===== src/rtl/tl_cntr_param.sv =====
// Round-robin traffic-light controller for NUM_DIR approaches: sensor-extended green,
// yellow, optional left turn, all-red clearance, plus a maintenance flash mode.
module tl_cntr_param #(
    parameter int unsigned NUM_DIR   = 2,
    parameter int unsigned CNT_W     = 8,
    parameter int unsigned GREEN_MIN = 4,
    parameter int unsigned GREEN_MAX = 10,
    parameter int unsigned YELLOW_T  = 2,
    parameter int unsigned LEFT_T    = 3,
    parameter int unsigned ALLRED_T  = 1,
    parameter int unsigned FLASH_T   = 4,
    localparam int unsigned DIR_W    = (NUM_DIR > 1) ? $clog2(NUM_DIR) : 1
) (
    input  logic                 clk,
    input  logic                 reset,
    input  logic [NUM_DIR-1:0]   t_sens,
    input  logic [NUM_DIR-1:0]   left_req,
    input  logic                 flash,
    output logic [2*NUM_DIR-1:0] lights,
    output logic [DIR_W-1:0]     cur_dir,
    output logic [2:0]           phase
);

    typedef enum logic [2:0] {
        GREEN  = 3'd0,
        YEL1   = 3'd1,
        LEFT   = 3'd2,
        YEL2   = 3'd3,
        ALLRED = 3'd4,
        FLASH  = 3'd5
    } state_e;

    localparam logic [CNT_W-1:0] GMIN_M1   = CNT_W'(GREEN_MIN - 1);
    localparam logic [CNT_W-1:0] GMAX_M1   = CNT_W'(GREEN_MAX - 1);
    localparam logic [CNT_W-1:0] YEL_M1    = CNT_W'(YELLOW_T - 1);
    localparam logic [CNT_W-1:0] LEFT_M1   = CNT_W'(LEFT_T - 1);
    localparam logic [CNT_W-1:0] ALLRED_M1 = CNT_W'(ALLRED_T - 1);
    localparam logic [CNT_W-1:0] FLASH_M1  = CNT_W'(FLASH_T - 1);
    localparam logic [DIR_W-1:0] DIR_LAST  = DIR_W'(NUM_DIR - 1);

    state_e             state_q, state_d;
    logic [CNT_W-1:0]   timer_q, timer_d;
    logic [DIR_W-1:0]   dir_q, dir_d;
    logic [NUM_DIR-1:0] left_lat_q, left_lat_d;
    logic               blink_q, blink_d;
    logic               from_flash_q, from_flash_d;

    always_ff @(posedge clk or posedge reset) begin
        if (reset) begin
            state_q      <= GREEN;
            timer_q      <= '0;
            dir_q        <= '0;
            left_lat_q   <= '0;
            blink_q      <= 1'b0;
            from_flash_q <= 1'b0;
        end else begin
            state_q      <= state_d;
            timer_q      <= timer_d;
            dir_q        <= dir_d;
            left_lat_q   <= left_lat_d;
            blink_q      <= blink_d;
            from_flash_q <= from_flash_d;
        end
    end

    always_comb begin
        state_d = state_q;
        if (flash) begin
            state_d = FLASH;
        end else begin
            unique case (state_q)
                GREEN:  if (timer_q >= GMIN_M1 && (!t_sens[dir_q] || timer_q == GMAX_M1))
                            state_d = YEL1;
                YEL1:   if (timer_q == YEL_M1)
                            state_d = (left_lat_q[dir_q] | left_req[dir_q]) ? LEFT : ALLRED;
                LEFT:   if (timer_q == LEFT_M1) state_d = YEL2;
                YEL2:   if (timer_q == YEL_M1) state_d = ALLRED;
                ALLRED: if (timer_q == ALLRED_M1) state_d = GREEN;
                FLASH:  state_d = ALLRED;
                default: state_d = GREEN;
            endcase
        end
    end

    // Leaving flash restarts service at approach 0 once the clearance interval completes.
    always_comb begin
        dir_d        = dir_q;
        from_flash_d = 1'b0;
        if (state_q == FLASH)
            from_flash_d = 1'b1;
        else if (state_q == ALLRED)
            from_flash_d = from_flash_q;
        if (state_q == ALLRED && state_d == GREEN)
            dir_d = from_flash_q ? '0 : ((dir_q == DIR_LAST) ? '0 : dir_q + 1'b1);
    end

    always_comb begin
        left_lat_d = left_lat_q | left_req;
        if (state_d == LEFT && state_q != LEFT)
            left_lat_d[dir_q] = 1'b0;
        if (state_d == FLASH)
            left_lat_d = '0;
    end

    always_comb begin
        timer_d = timer_q + 1'b1;
        blink_d = blink_q;
        if (state_d != state_q) begin
            timer_d = '0;
            blink_d = 1'b0;
        end else if (state_q == FLASH && timer_q == FLASH_M1) begin
            timer_d = '0;
            blink_d = ~blink_q;
        end
    end

    always_comb begin
        lights = '1;
        for (int unsigned i = 0; i < NUM_DIR; i++) begin
            if (state_q == FLASH) begin
                lights[2*i +: 2] = blink_q ? 2'b11 : 2'b01;
            end else if (DIR_W'(i) == dir_q) begin
                unique case (state_q)
                    GREEN:       lights[2*i +: 2] = 2'b00;
                    YEL1, YEL2:  lights[2*i +: 2] = 2'b01;
                    LEFT:        lights[2*i +: 2] = 2'b10;
                    default:     lights[2*i +: 2] = 2'b11;
                endcase
            end
        end
    end

    assign cur_dir = dir_q;
    assign phase   = state_q;

endmodule

===== config.mk =====
export PLATFORM = sky130hd
export DESIGN_NAME = tl_cntr_param
export DESIGN_NICKNAME = d
export VERILOG_FILES = /design/src/rtl/tl_cntr_param.sv
export SDC_FILE = /design/constraint.sdc
export NUM_CORES = 1
export LEC_CHECK = 0
export ABC_AREA = 1
export CORE_UTILIZATION = 35
export CTS_BUF_LIST = sky130_fd_sc_hd__clkbuf_2
export CTS_CLUSTER_SIZE = 12
export DETAILED_ROUTE_END_ITERATION = 8
export PLACE_DENSITY = 0.51
export SYNTH_ARGS = -nofsm -noshare
export SYNTH_HDL_FRONTEND = slang
export SYNTH_SLANG_ARGS = --single-unit

===== constraint.sdc =====
create_clock -name clk -period 3.7 [get_ports clk]
set_input_delay 0.37 -clock clk [delete_from_list [all_inputs] [get_ports clk]]
set_output_delay 0.37 -clock clk [all_outputs]
set_load 0.01 [all_outputs]

==> results of run 1 <==
## cell usage after synthesis
cell type,number,area [sq um]
nand2_1,29,109
nand3_2,1,10.0
o21ai_0,8,40.0
nand2_4,1,11.3
o211ai_1,2,15.0
inv_1,23,86.3
or4_1,1,7.51
ha_1,4,50.1
dfrtp_1,16,400
xor2_1,4,35.0
nor3_2,1,10.0
nor2_4,4,45.0
nand4_1,4,25.0
inv_2,4,15.0
nand3_1,14,70.1
nor2_2,10,62.6
o21ai_1,2,10.0
nand2_2,3,18.8
nor3_1,3,15.0
nor2_1,11,41.3
## layout make-up
class	instances	area [sq um]
Clock inverter	1	3.75
Sequential cell	16	400
Clock buffer	3	15.0
Inverter	27	101
Fill cell	317	1550
Multi-Input combinational cell	102	576
Tap cell	31	38.8
Timing Repair Buffer	14	140
## worst max-delay path by stage
stage,start,to,slack (ns),depth (start not counted)
6_report,phase[0]$_DFF_PP0_,lights[3],1.40,6
5_1_grt,phase[0]$_DFF_PP0_,lights[3],1.26,6
4_1_cts,phase[1]$_DFF_PP0_,lights[1],1.38,4
3_5_place_dp,phase[0]$_DFF_PP0_,lights[3],1.76,6
3_3_place_gp,phase[0]$_DFF_PP0_,lights[1],1.74,6
2_1_floorplan,timer_q[1]$_DFF_PP0_,blink_q$_DFFE_PP0P_,2.17,12
## layer usage
metal,global-route usage,wire length (um),up-vias
li1,-,-,490
met1,0.174,1000,441
met2,0.279,1160,19
met3,0.0340,104,4
met4,0.0523,27,0
met5,0,0,-
## logic make-up after synthesis
group,Yosys count
flops,16
xor+xnor,4
fa+ha+maj,4
buf+inv,27
compound gates,12
simple gates,82
## sequential cells by signal (all words and copies together), names as in the netlist
name,cells
cur_dir,1
from_flash_q,1
left_lat_q,2
phase,3
blink_q,1
timer_q,8
## power groups by stage
stage / registers [W] / logic [W] / clock network, W
after floorplan: 0.000235 / 0.000214 / 0
after CTS: 0.000234 / 0.000314 / 0.0000902
after detailed placement: 0.000237 / 0.000312 / 0
final: 0.000233 / 0.000308 / 0.0000840
after global placement: 0.000236 / 0.000314 / 0
after global routing: 0.000237 / 0.000348 / 0.0000981
## metrics by stage
stage          instance area (sq um)  hold WS, ns
2_1_floorplan                   1080        0.284
3_3_place_gp                    1260        0.532
3_5_place_dp                    1260        0.536
4_1_cts                         1270        0.436
5_1_grt                         1270        0.462
6_report                        1270        0.432
==> results by group, run 1 <==
Outcome
  • Status: finished, violations left
  • Failing checks: DRC

Yosys
  • Seq/Total Area, Yosys: 0.372
  • Register bit total from synthesis: 16
  • Largest family of logic cells by synthesized area: simple AND/OR/NAND/NOR gates
  • Synth Instances: 145
  • Synth Area in Compound Gates: 0.0604
  • Cell variety after synth: 20
  • Post-synthesis mux area share: 0
  • Ys Warns: 0
  • Synthesized Nets: 156
  • Post-synthesis adder-cell area fraction: 0.0465
  • Syn Area/Cell: 7.43 sq um
  • Post-Synth Simple-Gate Area: 0.395
  • Cell Area, Synth: 1080 sq um
  • Synth Area in XOR/XNOR: 0.0325

Power
  • NetSw: 0.000275 W
  • Total chip power: 0.000625 W
  • Reg power frac: 0.373
  • Clk pwr share: 0.134
  • Net Sw Frac: 0.441
  • Power Density: 490 nW/um^2
  • Internal: 0.000349 W
  • Combinational share of power: 0.493
  • Worst vdd ir: 0.000232 V
  • P_leak: 0.609 nW

Global routing
  • Vias in the first global route: 888
  • Tot GR Track Use: 0.153
  • GRT overflow: 0
  • Largest net degree at the start of global routing: 17
  • Initial antenna violation count: 0
  • First-pass GRT wire length: 3800 um

Run
  • Max-cap check violation count: 0

Setup path
  • Max stage delay cell, worst path: clkdlybuf4s50_1
  • WP data required: 3.33 ns
  • Setup crit end kind: primary output
  • Depth of the worst register-to-register path: 12
  • Slowest stage delay, CP: 0.55 ns
  • Crit-path cells: inv_1, nand3_1, nand2_1, o21ai_0, o21ai_0, clkdlybuf4s50_1
  • CP dominant cell by count: o21ai_0
  • Worst path buffer plus inverter count: 2
  • R2r startpoint: timer_q[1]$_DFF_PP0_
  • R2r endpoint: timer_q[0]$_DFF_PP0_
  • WP data arrival: 1.93 ns
  • CP delay by family, top: buffers and inverters
  • R2r setup slk: 1.96 ns
  • CP startpoint kind: register
  • WS Path Type: reg -> out
  • Critical-path maximum fanout: 7

Placement
  • Placed cells: 190
  • GP Congestion: 0.845
  • Hpwl dp: 1800 um
  • Port buffer count: 14
  • Dpl ws: 1.76 ns

Clock network
  • CTS Sinks: 16
  • Clock Path Buffers: 2
  • CTS tree: built
  • Num CTS Buffers: 3
  • H-Tree Level Count: 1
  • Reg clk slew, reported paths: 0.16 ns
  • Root Buffer: clkbuf_2
  • Hold Buf Count CTS: 0
  • Post-CTS Resized: 0
  • Post-CTS Setup Inserts: 0
  • Clk_lat worst skew: 0.30 ns

Routing
  • Via count: 954
  • Via-to-Cell Ratio: 4.92
  • Antenna viol nets, final: 0
  • Final wirelength: 2290 um
  • WL per Instance: 11.8 um
  • Initial drt markers: 38
  • DRC viols: 2
  • Drt pass-1 iters: 6

Finish
  • Fin cells: 194
  • Share of cells above drive strength 1: 0.166
  • Most frequent cells in the layout: nand2_1 (29), inv_1 (23), dfrtp_1 (16)
  • Antenna diode count: 0
  • Commonest non-fill, non-tap cell in the layout: nand2_1
  • Layout area overhead: 18.4%
  • Fin nets: 175
  • Finished Core Util: 0.451

STA
  • Setup Viol. Count Final: 0
  • Final Skew: 0.00229 ns
  • Fmax: 0.435 GHz
  • Fin crit share: 0.622
  • Slew Limit Fails: 0
  • Max_slew headroom: 0.568
  • Final Hold Viols: 0
  • Clock period minus worst slack: 2.30 ns
  • Tightest Pin Transition: 0.647 ns
  • Setup ws final: 1.40 ns
  • RSZ-0062 raised after global routing: false
  • Setup TNS: 0 ns

Floorplan
  • Die X: 57.5 um
  • Die H: 57.5 um
  • # rows: 19
  • Core box area: 2830 sq um
  • Die area: 3300 sq um
  • Starting Density: 0.381
  • I/O pin count: 15

Hold path
  • Hold crit path type: in -> async
Power figures use the tool's default switching activity.
==> run 2, diff against run 1 <==
Settings changed: PLACE_DENSITY 0.51 to 0.53.
Clock period 3.7 ns to 1.91 ns, I/O delays scaled along.
==> run 2 against run 1 <==
The run still ends with DRC left. Non-clock buffer count increased by 7. Register-to-register slack worse by 1.8 ns. Total power grew 110%. Global-route usage up 0.51 points. Largest power group unchanged. Highest routed layer unchanged.
==> results by group, run 2 (synthesis gave the netlist of run 1 again) <==
Clock network
  • CTS tree: built
  • Num CTS Buffers: 3
  • H-Tree Level Count: 1
  • Root Buffer: clkbuf_2
  • CTS Sinks: 16
  • Clock Path Buffers: 2
  • Reg clk slew, reported paths: 0.17 ns
  • Clk_lat worst skew: 0.29 ns

Power
  • Power Density: 960 nW/um^2
  • Worst vdd ir: 0.000356 V
  • P_leak: 0.665 nW
  • Total chip power: 0.00131 W

Setup path
  • Critical-path maximum fanout: 6
  • Slowest stage delay, CP: 0.54 ns
  • Max stage delay cell, worst path: clkdlybuf4s50_1
  • WP data required: 1.72 ns
  • WP data arrival: 1.61 ns
  • WS Path Type: reg -> out
  • CP startpoint kind: register
  • Worst path buffer plus inverter count: 3
  • CP delay by family, top: buffers and inverters
  • Crit-path cells: inv_1, buf_4, nand3_1, clkdlybuf4s50_1
  • Setup crit end kind: primary output

Routing
  • WL per Instance: 12.2 um
  • Via-to-Cell Ratio: 4.79
  • Via count: 968
  • Initial drt markers: 39
  • Drt pass-1 iters: 6
  • Antenna viol nets, final: 0
  • Final wirelength: 2460 um
  • DRC viols: 2

Floorplan
  • Die area: 3300 sq um
  • Core box area: 2830 sq um
  • Die X: 57.5 um
  • Starting Density: 0.381
  • Die H: 57.5 um
  • I/O pin count: 15
  • # rows: 19

Finish
  • Fill cells: 286
  • Layout area overhead: 26.9%
  • Share of cells above drive strength 1: 0.251
  • Antenna diode count: 0
  • Most frequent cells in the layout: nand2_1 (28), inv_1 (22), dfrtp_1 (15)
  • Fin cells: 202
  • Biggest register: timer_q
  • Fin nets: 183
  • Max reg flops: 8
  • Commonest non-fill, non-tap cell in the layout: nand2_1

STA
  • Max_slew headroom: 0.572
  • Fmax: 0.554 GHz
  • Setup Viol. Count Final: 0
  • Slew Limit Fails: 0
  • Final Skew: 0.0120 ns
  • Clock period minus worst slack: 1.80 ns
  • Setup TNS: 0 ns
  • Final Hold Viols: 0
  • Fin crit share: 0.944
  • Tightest Pin Transition: 0.642 ns

Global routing
  • GRT overflow: 0
  • Initial antenna violation count: 0
  • Largest net degree at the start of global routing: 17
  • Tot GR Track Use: 0.158
  • First-pass GRT wire length: 3990 um
  • Vias in the first global route: 901

Run
  • Max-cap check violation count: 0

Placement
  • GP Congestion: 0.794
  • Port buffer count: 14
  • Hpwl dp: 1740 um
  • Placed cells: 191

Outcome
  • Failing checks: DRC
  • Status: finished, violations left

Hold path
  • Hold crit path type: in -> async
## run 2: routing by layer
layer,track usage,share of wire
met1,0.200,0.48
met2,0.279,0.48
met3,0.0249,0.035
met4,0.0418,0.0057
met5,0,0
## run 2: path summary, 6_finish.rpt
check                                  endpoint  slack [ns]                startpoint  cells after the start
setup / recovery                      lights[2]        0.11        phase[0]$_DFF_PP0_                      4
hold / removal              cur_dir$_DFFE_PP0P_        0.26                     reset                      2
setup reg to reg           timer_q[5]$_DFF_PP0_        0.15      timer_q[6]$_DFF_PP0_                     12
hold reg to reg             cur_dir$_DFFE_PP0P_        0.55  from_flash_q$_DFFE_PP0P_                      3
max in group asynchronous    phase[2]$_DFF_PP0_        1.21                     reset                      2
min in group clk            cur_dir$_DFFE_PP0P_        0.55  from_flash_q$_DFFE_PP0P_                      3
## run 2: worst register-to-register path: stages, from the launching register on
cell and delay [ns]:
dfrtp_1 0.44, nor2_1 0.17, nand2_2 0.14, nor2_4 0.16
buf_4 0.13, nor2_2 0.04, nor2_4 0.08, nand3_2 0.07
nand2_1 0.08, nand2_2 0.06, nor2_4 0.15, nand2_4 0.11
nor2_2 0.09
## run 2: cell type report
type	instances	area, sq um	area share
multi-input combinational	103	617	0.451
clock inverter	1	3.75	0.00274
inverter	27	101	0.0741
sequential	16	402	0.294
timing repair buffer	21	190	0.139
clock buffer	3	15.0	0.0110
tap	31	38.8	0.0284
## run 2: what timing repair did
item	in CTS	in global routing
cloned	0	1
hold buffers	0	0
gates resized for setup	4	8
setup endpoints to repair	2	9
pin swaps	0	3
setup buffers	4	2
## run 2: through the flow
stage / area (sq um) / setup slack (ns) / utilization / hold WS, ns
2_1_floorplan: 1080 / 0.379 / - / 0.105
3_3_place_gp: 1260 / 0.0968 / 0.447 / 0.528
3_5_place_dp: 1260 / 0.123 / 0.447 / 0.530
4_1_cts: 1320 / 0.114 / 0.465 / 0.267
5_1_grt: 1370 / -0.0145 / 0.483 / 0.310
6_report: 1370 / 0.106 / 0.483 / 0.258
## run 2: report_power, final
group / leakage [nW] / internal, W / switching (W)
Sequential: 0.208 / 0.000394 / 0.0000599
Clock: 0.0140 / 0.0000455 / 0.000110
Combinational: 0.443 / 0.000284 / 0.000419
Total: 0.665 / 0.000724 / 0.000589
